$ cat config.mk
export PLATFORM = sky130hd
export DESIGN_NAME = game_ctrl
export DESIGN_NICKNAME = d
export VERILOG_FILES = /design/src/rtl/game_ctrl.sv
export SDC_FILE = /design/constraint.sdc
export NUM_CORES = 1
export LEC_CHECK = 0
export ABC_AREA = 0
export CORE_UTILIZATION = 56
export DETAILED_ROUTE_END_ITERATION = 8
export GPL_TIMING_DRIVEN = 0
export PLACE_DENSITY = 0.81
export SLEW_MARGIN = 15
export SYNTH_ARGS = -nofsm -noshare
export SYNTH_HDL_FRONTEND = slang
export SYNTH_SLANG_ARGS = --single-unit
export TNS_END_PERCENT = 20
$ cat constraint.sdc
create_clock -name clk -period 3.9 [get_ports clk]
set_input_delay 0.78 -clock clk [delete_from_list [all_inputs] [get_ports clk]]
set_output_delay 0.78 -clock clk [all_outputs]
set_load 0.01 [all_outputs]
$ cat src/rtl/game_ctrl.sv
// game_ctrl: three-trial reaction game round sequencer
//   clk    - system clock, rising edge
//   reset  - asynchronous active-low reset
//   start  - begin a round (accepted only in IDLE)
//   hit    - one-cycle player press pulse
//   target - target LED, high during the response window
//   score  - hits in current/last round (0..3)
//   en     - result display enable, high during the show interval
//   busy   - high from round start until return to IDLE
//   done   - one-cycle pulse when the show interval ends
module game_ctrl #(
  parameter int unsigned ARM_TICKS  = 100_000_000,
  parameter int unsigned WIN_TICKS  = 30_000_000,
  parameter int unsigned GAP_TICKS  = 50_000_000,
  parameter int unsigned SHOW_TICKS = 300_000_000
) (
  input  logic       clk,
  input  logic       reset,
  input  logic       start,
  input  logic       hit,
  output logic       target,
  output logic [1:0] score,
  output logic       en,
  output logic       busy,
  output logic       done
);
  typedef enum logic [2:0] {IDLE, ARM, WINDOW, GAP, SHOW} state_t;
  state_t      state, state_n;
  logic [31:0] timer, timer_n;
  logic [1:0]  trial, trial_n, score_n;
  logic        foul, foul_n, target_n, en_n, busy_n, done_n;
  logic        arm_end, win_end, gap_end, show_end, last_trial, early;
  assign arm_end    = timer == 32'(ARM_TICKS - 1);
  assign win_end    = timer == 32'(WIN_TICKS - 1);
  assign gap_end    = timer == 32'(GAP_TICKS - 1);
  assign show_end   = timer == 32'(SHOW_TICKS - 1);
  assign last_trial = trial == 2'd2;
  // a press on the final ARM cycle still disqualifies the trial
  assign early      = foul || hit;
  always_comb begin
    state_n  = state;
    timer_n  = timer + 32'd1;
    trial_n  = trial;
    score_n  = score;
    foul_n   = foul;
    target_n = target;
    en_n     = en;
    busy_n   = busy;
    done_n   = 1'b0;
    case (state)
      IDLE: if (start) begin
        state_n = ARM;
        score_n = 2'd0;
        trial_n = 2'd0;
        foul_n  = 1'b0;
        busy_n  = 1'b1;
      end
      ARM: begin
        foul_n = early;
        if (arm_end) begin
          state_n  = early ? GAP : WINDOW;
          target_n = !early;
        end
      end
      WINDOW: if (hit || win_end) begin
        state_n  = GAP;
        target_n = 1'b0;
        score_n  = score + {1'b0, hit};
      end
      GAP: if (gap_end) begin
        state_n = last_trial ? SHOW : ARM;
        en_n    = last_trial;
        trial_n = last_trial ? trial : trial + 2'd1;
        foul_n  = last_trial ? foul : 1'b0;
      end
      SHOW: if (show_end) begin
        state_n = IDLE;
        en_n    = 1'b0;
        busy_n  = 1'b0;
        done_n  = 1'b1;
      end
      default: state_n = IDLE;
    endcase
    // timer restarts from 0 on entry to every state and rests at 0 in IDLE
    if (state_n != state || state == IDLE)
      timer_n = 32'd0;
  end
  always_ff @(posedge clk or negedge reset) begin
    if (!reset) begin
      state  <= IDLE;
      timer  <= 32'd0;
      trial  <= 2'd0;
      foul   <= 1'b0;
      score  <= 2'd0;
      target <= 1'b0;
      en     <= 1'b0;
      busy   <= 1'b0;
      done   <= 1'b0;
    end else begin
      state  <= state_n;
      timer  <= timer_n;
      trial  <= trial_n;
      foul   <= foul_n;
      score  <= score_n;
      target <= target_n;
      en     <= en_n;
      busy   <= busy_n;
      done   <= done_n;
    end
  end
  // score increments at most once per trial, so it can never wrap past 3
  assert property (@(posedge clk) disable iff (!reset)
    !(state == WINDOW && hit && score == 2'd3));
endmodule
Word level (Yosys, flattened, before mapping)
Index checks and enable logic that the tools add are counted.
Widths: inputs -> output; s select.
{"block": "op_classes", "n_addsub": 3, "n_reduce_logical": 17, "mux": 29, "eq_ne": 16}
{"op": "$add 32x1->32 const B", "n": 1}
{"op": "$eq 32x25->1 const B", "n": 1}
{"op": "$eq 32x26->1 const B", "n": 1}
{"op": "$eq 32x27->1 const B", "n": 1}
{"op": "$eq 32x29->1 const B", "n": 1}
{"op": "$mux 32", "n": 1}
{"op": "$mux 3", "n": 6}
{"op": "$pmux 3 s5", "n": 1}
{"op": "$ne 2x2->1 const B", "n": 6}
{"op": "$reduce_and 3->1", "n": 4}
{"op": "$mux 1", "n": 11}
{"op": "$reduce_bool 2->1", "n": 5}
{"op": "$mux 2", "n": 4}
{"op": "$pmux 2 s2", "n": 2}
{"op": "$reduce_and 4->1", "n": 2}
{"op": "$eq 3x2->1 const B", "n": 2}
{"op": "$pmux 1 s2", "n": 3}
{"op": "$eq 3x1->1 const B", "n": 1}
{"op": "$eq 3x3->1 const B", "n": 1}
{"op": "$logic_not 3->1", "n": 1}
{"op": "$logic_or 1x1->1", "n": 3}
{"op": "$ne 3x3->1", "n": 1}
{"op": "$pmux 1 s3", "n": 1}
{"op": "$reduce_bool 3->1", "n": 1}
{"op": "4 further kinds", "n": 4}
{"block": "totals", "inputBits": 4, "output_inout_bits": 6, "word_cells": 74, "reg_bits": 44}

Longest topological paths before layout
{"block": "logic_depth", "depth_word": 7, "mapped_depth": 9, "depth_no_buf": 7}

Worst setup path before layout
Ideal clock, no wire load.
{"block": "synth_path", "kind": "reg2reg", "start": "reg timer[0]", "end": "reg timer[16]", "setup_ns": 0.119, "t_required_ns": 3.781, "path_slack_ns": 1.943, "n_path_buf": 2, "stages_incl_launch_ff": 10, "period_less_slack_ns": 1.957, "arrival_time_ns": 1.838, "cell_sequence": "dfrtp_1 ha_1 and3_1 buf_4 nand4_1 or3_4 nor3_4 nand4b_4 buf_6 nor2_1"}
{"block": "synth_between", "elab_chain_cells": 7, "elab_cells_between_ends": 14, "classes_between": "1 x add/sub; 5 x eq/ne; 6 x mux; 2 x reduce/logical"}
{"element": "start: declaration", "line_no": "29", "rtl": "logic [31:0] timer, timer_n;"}
{"element": "start signal: assignment", "line_no": "101", "rtl": "timer <= timer_n;"}
{"element": "$eq 32x25->1", "line_no": "34", "rtl": "assign win_end = timer == 32'(WIN_TICKS - 1);"}
{"element": "$logic_or 1x1->1", "line_no": "65", "rtl": "WINDOW: if (hit || win_end) begin"}
{"element": "$mux 3", "line_no": "65"}
{"element": "$pmux 3 s5", "line_no": "50", "rtl": "case (state)"}
{"element": "$ne 3x3->1", "line_no": "85", "rtl": "if (state_n != state || state == IDLE)"}
{"element": "$logic_or 1x1->1", "line_no": "85"}
{"element": "$mux 32 (*)", "line_no": "85"}
{"element": "named net timer_n[16]", "line_no": "29"}
Mark *: on every way through the listed nets, which the timed path passes. The rest lies on a longest branch.
A chain may end at the register's enable or synchronous reset.

Worst setup path after layout
{"block": "layout_path", "start": "reg timer[0]", "end": "reg timer[20]"}
Same word-level chain as after synthesis.

==> impl_metrics.json <==
{
  "die_area_um2": 4660,
  "crit_path_start_kind": "register",
  "syn_area_um2": 2460,
  "setup-violations-final": 0,
  "clockPowerShare": 0.316,
  "die_w_um": 68.2,
  "final_area_um2": 2720,
  "p_seq_frac": 0.573,
  "wl_um": 5020,
  "ant_nets": 0,
  "cts_resized": 0,
  "synthTopCellsByArea": "dfrtp_1, nor2_1, xor2_1",
  "grt_max_degree": 24,
  "num_antenna_cells": 0,
  "io_pins": 10,
  "ys_top_cells_by_count": "nor2_1, dfrtp_1, nand3_1",
  "grt_pass1_vias": 1831,
  "ys_seq_area_frac": 0.448,
  "synth_cell_types": 45,
  "grt-ovfl-total": 0,
  "die_h_um": 68.2,
  "placed_area_um2": 2630,
  "max_slew.worst_pin.slew_ns": 0.608,
  "nFillCells": 332,
  "syn_nets": 269,
  "finalCriticalPeriod_ns": 2.24,
  "slew_viol_final": 0,
  "clock_path_buffers": 2,
  "clock_latency_ns": 0.30,
  "syn_to_final_growth_pct": 10.7,
  "yosysTopAreaCell": "dfrtp_1",
  "finClkSkew_ns": 0.00810,
  "p_switching_w": 0.000244,
  "viasPerCell": 5.90,
  "gp_congestion": 0.883,
  "drive_gt1_frac": 0.118,
  "synth-edff-count": 0,
  "combPwrFrac": 0.111,
  "irDropWorstVdd_v": 0.000173,
  "cts_hold_buf": 0,
  "async_flop_share": 1.00,
  "fin_crit_sh": 0.574,
  "synth_area_per_cell_um2": 9.38,
  "drtIter0Drc": 147,
  "tritoncts": "done",
  "clk_pin_slew_ns": 0.08,
  "dp.cells": 322,
  "port_buffers": 9,
  "cp-end-kind": "register",
  "drc": 0,
  "p_int_w": 0.000646,
  "dr.pass1.iters": 5,
  "cts_inserted_buffers": 5,
  "fin_util": 0.661,
  "routedWlPerCell_um": 15.2,
  "synth_most_common_cell": "nor2_1",
  "start_util": 0.597,
  "worstPathArrival_ns": 2.43,
  "critPathKind": "reg -> reg",
  "fin_nets": 286,
  "timing.fmax_mhz": 447,
  "worst_ep_required_time_ns": 4.09,
  "slew_headroom": 0.592,
  "vias": 1947,
  "synth_ff_type": "dfrtp_1",
  "ys_warn_count": 0,
  "cts_num_sinks": 44,
  "ys_ff_latch": 44,
  "status": "finished, final reports clean",
  "finalSetupTns_ns": 0,
  "synth_top_area_frac": 0.448,
  "hold_path_class": "in -> async",
  "hold_viol": 0,
  "netSwitchingFraction": 0.274,
  "dpl.hpwl_um": 3700,
  "p_leak_nw": 1.20,
  "path_max_fanout": 10,
  "rows": 23,
  "core-area_um2": 4120,
  "cts_max_level": 2,
  "antenna_found_initial": 0,
  "clk_root_buffer_cell": "clkbuf_8",
  "power.density_nw_per_um2": 327,
  "fin_cells": 330,
  "grt.total_usage": 0.250,
  "grt_first_pass_wirelength_um": 8430,
  "rsz0062_at_grt": "no",
  "synth_cells": 262,
  "maxCapViolations": 0,
  "post_cts_buffers": 0
}
worst paths after layout:
check	to	slack [ns]	cells after the start	from
worst max register to register	timer[20]	1.66	9	timer[0]
min in group clk	busy	0.49	2	busy
worst min register to register	busy	0.49	2	busy
worst max-delay path	timer[20]	1.66	9	timer[0]
worst min-delay path	timer[2]	0.45	1	reset
max in group asynchronous	timer[18]	2.95	2	reset
cell usage in the layout, fill, tap and decap left out, drive strengths merged:
cell type,netlist,final
a2111oi,1,1
a21o,1,1
a21oi,4,4
and2,2,2
and3,6,6
and4,2,2
and4b,1,1
and4bb,1,1
buf,7,9
clkbuf,0,5
clkdlybuf4s50,0,8
clkinv,0,3
dfrtp,44,44
ha,3,3
inv,9,9
mux2i,1,1
nand2,21,21
nand2b,1,1
nand3,25,25
nand3b,2,2
nand4,15,15
nand4b,2,2
nor2,49,49
nor2b,4,4
nor3,8,8
nor3b,3,3
nor4,6,6
nor4b,2,2
nor4bb,2,2
o21ai,5,5
o22ai,1,1
o41ai,1,1
or2,2,2
or3,2,2
xnor2,14,14
xor2,15,15
per-stage QoR:
step	power (W)	hold WS, ns	worst slack (ns)
4_1_cts	0.000900	0.459	1.66
3_3_place_gp	0.000609	0.469	0.871
3_5_place_dp	0.000618	0.476	1.35
2_1_floorplan	0.000579	0.450	1.94
6_report	0.000890	0.447	1.66
5_1_grt	0.000940	0.475	1.43
cell type report:
| class | instances | area [µm²] | share of cell area |
|---|---|---|---|
| plain buffers | 7 | 46.3 | 0.0170 |
| clock buffers | 5 | 68.8 | 0.0253 |
| clock inverters | 3 | 18.8 | 0.00690 |
| inverters | 9 | 33.8 | 0.0124 |
| multi-input cells | 202 | 1280 | 0.469 |
| flip-flops and latches | 44 | 1100 | 0.405 |
| well taps | 50 | 62.6 | 0.0230 |
| repair buffers | 10 | 113 | 0.0414 |
layer usage:
metal / track usage / vias up / part of all wire
met1: 0.341 / 951 / 0.48
met4: 0.0729 / 0 / 0.0092
met2: 0.386 / 45 / 0.47
li1: - / 945 / -
met5: 0 / - / 0
met3: 0.0667 / 6 / 0.038
registers in the layout, summed over array words and instances (netlist names):
signal,count
done,1
score,2
state,3
timer,32
en,1
target,1
busy,1
trial,2
foul,1
critical path: stages, from the launching register on:
cell and delay, ns:
dfrtp_1 0.41, ha_1 0.22, and3_1 0.17, buf_4 0.14, nand4_1 0.10, or3_4 0.43, nor3_4 0.19, nand4b_4 0.24
buf_6 0.17, nor2_1 0.05
kinds of logic after synthesis:
kind of cell    count (synthesis)  synth area share
compound gates                 13            0.0311
xor+xnor                       29             0.103
fa+ha+maj                       3            0.0153
buf+inv                        16            0.0326
flops                          44             0.448
mux                             1           0.00407
simple gates                  156             0.366
power by group through the flow:
stage	sequential [W]	combinational, W	clock (W)
after CTS	0.000509	0.0000997	0.000292
after global routing	0.000516	0.000114	0.000311
after floorplan	0.000512	0.0000676	0
after detailed placement	0.000519	0.0000992	0
final	0.000510	0.0000992	0.000281
after global placement	0.000516	0.0000927	0
Note: power is estimated with default switching activity, not from simulation.
